==> src/rtl/npu_spm_defines.sv <==
// Shared definitions for the scratchpad replay path: lane count and replay FSM states.
package npu_spm_defines;

    localparam int SM_PROCESSING_ELEMENTS = 16;

    typedef enum logic {
        IDLE   = 1'b0,
        REPLAY = 1'b1
    } spm_replay_state_t;

endpackage

==> src/rtl/spm_replay_controller.sv <==
// Replays a multi-lane scratchpad request over successive iterations until
// every active lane has been served by the external conflict decision logic.
//
// state  | meaning
// IDLE   | waiting for a request; in_ready high
// REPLAY | pending_mask is issued every cycle until it drains to zero
module spm_replay_controller
    import npu_spm_defines::*;
#(
    parameter  int LANES = SM_PROCESSING_ELEMENTS,
    localparam int CW    = $clog2(LANES) + 1
) (
    input  logic             clk,
    input  logic             reset,
    input  logic             in_valid,
    input  logic [LANES-1:0] in_mask,
    output logic             in_ready,
    input  logic [LANES-1:0] satisfied_mask,
    input  logic             issue_stall,
    output logic [LANES-1:0] pending_mask,
    output logic             issue_valid,
    output logic             first_iteration,
    output logic             last_iteration,
    output logic             done_valid,
    output logic [CW-1:0]    iteration_count,
    output logic             protocol_error
);

    spm_replay_state_t state;
    logic [CW-1:0]     counter;
    logic [LANES-1:0]  served;
    logic [LANES-1:0]  remaining;
    logic [CW-1:0]     counter_next;

    assign served       = pending_mask & satisfied_mask;
    assign remaining    = pending_mask & ~satisfied_mask;
    assign counter_next = (counter == {CW{1'b1}}) ? counter : counter + 1'b1;

    assign in_ready       = (state == IDLE);
    assign last_iteration = issue_valid && !issue_stall && (remaining == '0);

    always_ff @(posedge clk or negedge reset) begin
        if (!reset) begin
            state           <= IDLE;
            pending_mask    <= '0;
            issue_valid     <= 1'b0;
            first_iteration <= 1'b0;
            done_valid      <= 1'b0;
            iteration_count <= '0;
            protocol_error  <= 1'b0;
            counter         <= '0;
        end else begin
            done_valid <= 1'b0;
            case (state)
                IDLE: begin
                    if (in_valid) begin
                        if (in_mask == '0) begin
                            done_valid      <= 1'b1;
                            iteration_count <= '0;
                        end else begin
                            state           <= REPLAY;
                            pending_mask    <= in_mask;
                            issue_valid     <= 1'b1;
                            first_iteration <= 1'b1;
                            counter         <= '0;
                        end
                    end
                end
                REPLAY: begin
                    if (!issue_stall) begin
                        // No lane served means the decision logic made no progress; hold and flag.
                        if (served == '0) begin
                            protocol_error <= 1'b1;
                        end else begin
                            pending_mask    <= remaining;
                            counter         <= counter_next;
                            first_iteration <= 1'b0;
                            if (remaining == '0) begin
                                state           <= IDLE;
                                issue_valid     <= 1'b0;
                                done_valid      <= 1'b1;
                                iteration_count <= counter_next;
                            end
                        end
                    end
                end
                default: state <= IDLE;
            endcase
        end
    end

endmodule

==> config.mk <==
export PLATFORM = sky130hd
export DESIGN_NAME = spm_replay_controller
export DESIGN_NICKNAME = d
export VERILOG_FILES = /design/src/rtl/npu_spm_defines.sv /design/src/rtl/spm_replay_controller.sv
export SDC_FILE = /design/constraint.sdc
export NUM_CORES = 1
export LEC_CHECK = 0
export BUFFER_PORTS_ARGS = -buffer_cell sky130_fd_sc_hd__buf_2
export CELL_PAD_IN_SITES_DETAIL_PLACEMENT = 1
export CELL_PAD_IN_SITES_GLOBAL_PLACEMENT = 1
export CORE_AREA = 2 2 77 79
export DETAILED_ROUTE_END_ITERATION = 8
export DIE_AREA = 0 0 79 81
export GPL_ROUTABILITY_DRIVEN = 0
export PLACE_DENSITY_LB_ADDON = 0.1
export RECOVER_POWER = 50
export SYNTH_ARGS = -nofsm -noshare
export SYNTH_HDL_FRONTEND = slang
export SYNTH_SLANG_ARGS = --single-unit
==> constraint.sdc <==
create_clock -name clk -period 1.8 [get_ports clk]
set_input_delay 0.09 -clock clk [delete_from_list [all_inputs] [get_ports clk]]
set_output_delay 0.09 -clock clk [all_outputs]
set_load 0.02 [all_outputs]
# After elaboration in Yosys (flattened, before gate mapping)
# Index checks and enable logic that the tools add are counted.
[totals]
reg_bits = 31
in_bits = 36
out_inout_bits = 27
[op_classes]
addsub = 1
eq_ne = 7
n_mux = 38
bitwise = 5
reduce_logical = 10
[ops]
columns = ["op", "n"]
rows = [
  ["$mux W16", 4],
  ["$mux W5", 10],
  ["$logic_not A16 Y1", 3],
  ["$and A16 B16 Y16", 2],
  ["$pmux W16 S2", 1],
  ["$pmux W5 S2", 2],
  ["$mux W1", 17],
  ["$not A16 Y16", 1],
  ["$reduce_and A5 Y1", 2],
  ["$ne A2 B2 Y1 const B", 4],
  ["$pmux W1 S2", 4],
  ["$add A5 B1 Y5 const B", 1],
  ["$eq A5 B5 Y1 const B", 1],
  ["$ne A2 B1 Y1 const B", 2],
  ["$reduce_and A4 Y1", 1],
  ["$reduce_and A3 Y1", 1],
  ["$logic_and A1 B1 Y1", 2],
  ["$not A1 Y1", 2],
  ["$logic_not A1 Y1", 1],
]

# Longest topological paths before layout
[logic_depth]
ltp_word = 7
ltp_mapped = 6
depth_no_buf = 5

# Worst setup path before layout
# Ideal clock, no wire load.
[synth_timing]
path_kind = "register to register"
start = "reg pending_mask[6]"
end = "reg state"
arrival_time_ns = 1.715
path_slack_ns = -0.033
stages_incl_launch_ff = 6
path_buffers = 0
period_less_slack_ns = 1.833
path_cell_list = "dfrtp_1 nor2b_4 a2111oi_4 nand4_4 or3_1 a21o_1"
[synth_between]
elab_chain_cells = 6
[synth_lines]
columns = ["element", "line", "text"]
rows = [
  ["start, declared", "spm_replay_controller.sv:20", "output logic [LANES-1:0] pending_mask,"],
  ["start signal, assigned", "spm_replay_controller.sv:62", "pending_mask <= in_mask;"],
  ["start signal, assigned", "spm_replay_controller.sv:75", "pending_mask <= remaining;"],
  ["$and A16 B16 Y16", "spm_replay_controller.sv:36", "assign remaining = pending_mask & ~satisfied_mask;"],
  ["$logic_not A16 Y1", "spm_replay_controller.sv:78", "if (remaining == '0) begin"],
  ["$mux W1", "spm_replay_controller.sv:78", ""],
  ["$mux W1 *", "spm_replay_controller.sv:72", "if (served == '0) begin"],
  ["$mux W1 *", "spm_replay_controller.sv:70", "if (!issue_stall) begin"],
  ["$pmux W1 S2 *", "spm_replay_controller.sv:54", "case (state)"],
  ["end signal, assigned", "spm_replay_controller.sv:61", "state <= REPLAY;"],
  ["end signal, assigned", "spm_replay_controller.sv:79", "state <= IDLE;"],
  ["end signal, assigned", "spm_replay_controller.sv:87", "default: state <= IDLE;"],
  ["end, declared", "spm_replay_controller.sv:29", "spm_replay_state_t state;"],
]
# Mark *: on every way between the ends. The rest lies on a longest branch, timed or not.
# A chain may end at the register's enable or synchronous reset.

# Worst setup path in the final report
[layout_timing]
start = "reg pending_mask[6]"
end = "out last_iteration"
[layout_between]
elab_chain_cells = 3
[layout_lines]
columns = ["element", "line", "text"]
rows = [
  ["$and A16 B16 Y16", "spm_replay_controller.sv:36", ""],
  ["$logic_not A16 Y1", "spm_replay_controller.sv:40", "assign last_iteration = issue_valid && !issue_stall && (remaining == '0);"],
  ["$logic_and A1 B1 Y1", "spm_replay_controller.sv:40", ""],
  ["end, declared", "spm_replay_controller.sv:23", "output logic last_iteration,"],
]
# Every way passes these cells.

==> out/metrics.cfg <==
[global_routing]
grt_pass1_wl_um = 9500
track_usage_pct = 19.3
grt_max_degree = 32
first_global_vias = 1907
grt.overflow.total = 0
antenna_found_initial = 0

[cells_and_area]
regArea_um2 = 778
antenna_cells = 0
final_common_cell = buf_2
nNetsFinal = 323
multi_input_area_um2 = 1040
mostFrequentLayoutCells = buf_2, nand2_1, dfrtp_1
drive_above_1_share_pct = 43.2
area_growth_pct = 50.2
fillers = 693

[timing]
fmax_ghz = 0.556
worst_slack_ns = 0.00219
max_slew_margin_pct = 44.6
layout_min_cycle_time_ns = 1.80
worstMarginPinSlew_ns = 0.831
drv_slew = 0
rsz0062_at_grt = true
finalClockSkew_ns = 0.00675
hold-worst-slack_ns = 0.0371
min_period_over_period_pct = 99.9
hold_viol = 0
finalSetupViolations = 0

[die]
start_util_pct = 31.5
die_h_um = 81
die_w_um = 79
fp.coreArea_um2 = 5680
io_pins = 63
rows = 28
dieArea_um2 = 6400

[detailed_routing]
route.vias.total = 1836
drtPass1Iterations = 4
drt_wl_total_um = 5980
wire_per_inst_um = 16.5
drtAntennaViolNets = 0
post-route-drc-count = 0
drt_iter0_markers = 64
viasPerCell = 5.07

[synthesis]
yosysUniqueCellTypes = 45
yosys_warnings = 0
avgSynthCellArea_um2 = 9.37
synth_area_leaders = dfrtp_1, nand2_1, o221ai_1, inv_1, nand2b_1
ys.flop_type = dfrtp_1
ys_ff_latch = 31
synth_edf_count = 0
syn_inst = 191
async_reset_ff_share_pct = 100
netlist_area_um2 = 1790
synth_top_cell_by_area = dfrtp_1
synthDominantCellAreaShare_pct = 43.3
yosysSeqAreaShare_pct = 43.3
syn-num-nets = 228

[place]
portBuffers = 62
dp_hpwl_um = 4550
dp_slack_ns = -0.0691

[critical_path]
setup.worst_path.start_class = flip-flop
critical_path_arrival_ns = 1.71
crit_fanout = 4
path_class = flip-flop to output port
critPathCaptureType = output port
required_ns = 1.71

[clock_network]
cts.sinks = 31
cts_buffer_depth = 2
cts_buffers = 5
cts_tree = yes
insertion_delay_ns = 0.28
path_clk_slew_ns = 0.07
root_buffer = clkbuf_8
cts.htree.levels = 2

[power]
p_leak_nw = 1.22
power_density_nw_per_um2 = 1630
vdd_drop_max_mv = 0.510

[status]
status = completed

[flow_run]
maxCapViolCount = 0

[worst_hold_path]
hold_path_class = input pin to flip-flop

[final timing paths]
check                                             from                      endpoint  slack (ns)  cells after the start
max in group asynchronous                        reset   pending_mask[6]$_DFFE_PN0P_        0.78                      2
min in group asynchronous                        reset    protocol_error$_DFFE_PN0P_        0.44                      2
hold / removal                             in_mask[10]  pending_mask[10]$_DFFE_PN0P_        0.04                      3
setup reg to reg           pending_mask[5]$_DFFE_PN0P_        counter[1]$_DFFE_PN0P_        0.01                      7
hold reg to reg             protocol_error$_DFFE_PN0P_    protocol_error$_DFFE_PN0P_        0.49                      1
setup / recovery           pending_mask[6]$_DFFE_PN0P_                last_iteration       0.002                      7
[flip-flops by register name (all words and copies together) (netlist names)]
name / flops
protocol_error: 1
iteration_count: 5
counter: 5
state: 1
pending_mask: 16
done_valid: 1
issue_valid: 1
first_iteration: 1
[Yosys cell counts, types with 2 or more instances]
cell and n:
nand2b_1 10, nor2_1 4, mux2_2 2, dfrtp_1 31, o2111a_1 3, xnor2_1 2, nor4_1 5, mux2i_1 5
a22o_1 3, o21ai_0 5, nand4_1 2, clkbuf_1 6, a31oi_1 2, nor2b_1 2, buf_2 2, nand2_1 39
o221ai_1 15, inv_1 22, a221oi_1 4, nand3_1 2
[power breakdown]
| group | internal (W) | total (W) | switching, W |
|---|---|---|---|
| logic | 0.00115 | 0.00255 | 0.00139 |
| clock network | 0.000309 | 0.000582 | 0.000273 |
| registers | 0.000992 | 0.00124 | 0.000251 |
[stage by stage]
step                area, um^2  instances  TNS [ns]  total power [W]  util, %
floorplan                 1790        191         0          0.00254        -
global placement          2350        345    -0.168          0.00340     41.4
detailed placement        2350        345    -0.469          0.00344     41.4
CTS                       2550        359    -0.190          0.00417     45.0
global route              2690        362    -0.488          0.00469     47.4
finish                    2690        362         0          0.00437     47.4
[metal layers]
| metal | GRT usage [%] | wire length [um] |
|---|---|---|
| met5 | 0 | 0 |
| met4 | 5.34 | 81 |
| met3 | 3.44 | 192 |
| met2 | 32.6 | 3020 |
| met1 | 25.5 | 2680 |
[logic make-up (layout without fill, tap and decap cells)]
logic type | Yosys count | count (layout) | share of synthesized area (%)
AOI/OAI and AO/OA | 48 | 48 | 23.6
xor gates and xnor gates | 2 | 2 | 0.979
adders and majority gates | 1 | 1 | 0.699
buffers and inverters | 31 | 127 | 6.85
DFF | 31 | 31 | 43.3
muxes | 7 | 7 | 4.05
and+or+nand+nor | 71 | 71 | 20.5
[worst max-delay path: stages (launching register included)]
cell,delay [ns]
dfrtp_2,0.41
buf_6,0.12
nor2b_4,0.12
a2111oi_4,0.23
nand4_4,0.15
buf_6,0.15
nor3_4,0.11
buf_6,0.14
[timing repair]
action,CTS,global route
gates cloned,0,1
hold buffers,1,0
endpoints found under the setup margin,24,27
pin swaps,5,2
setup buffers,5,2
gates resized for setup,14,29
hold endpoints to repair,31,0
[final cells by class]
class,count,area share [%]
Tap cell,75,3.49
Inverter,22,3.07
Timing Repair Buffer,97,22.6
Clock buffer,7,3.21
Clock inverter,1,0.186
Multi-Input combinational cell,129,38.5
Sequential cell,31,28.9
Note: power is estimated with default switching activity, not from simulation.
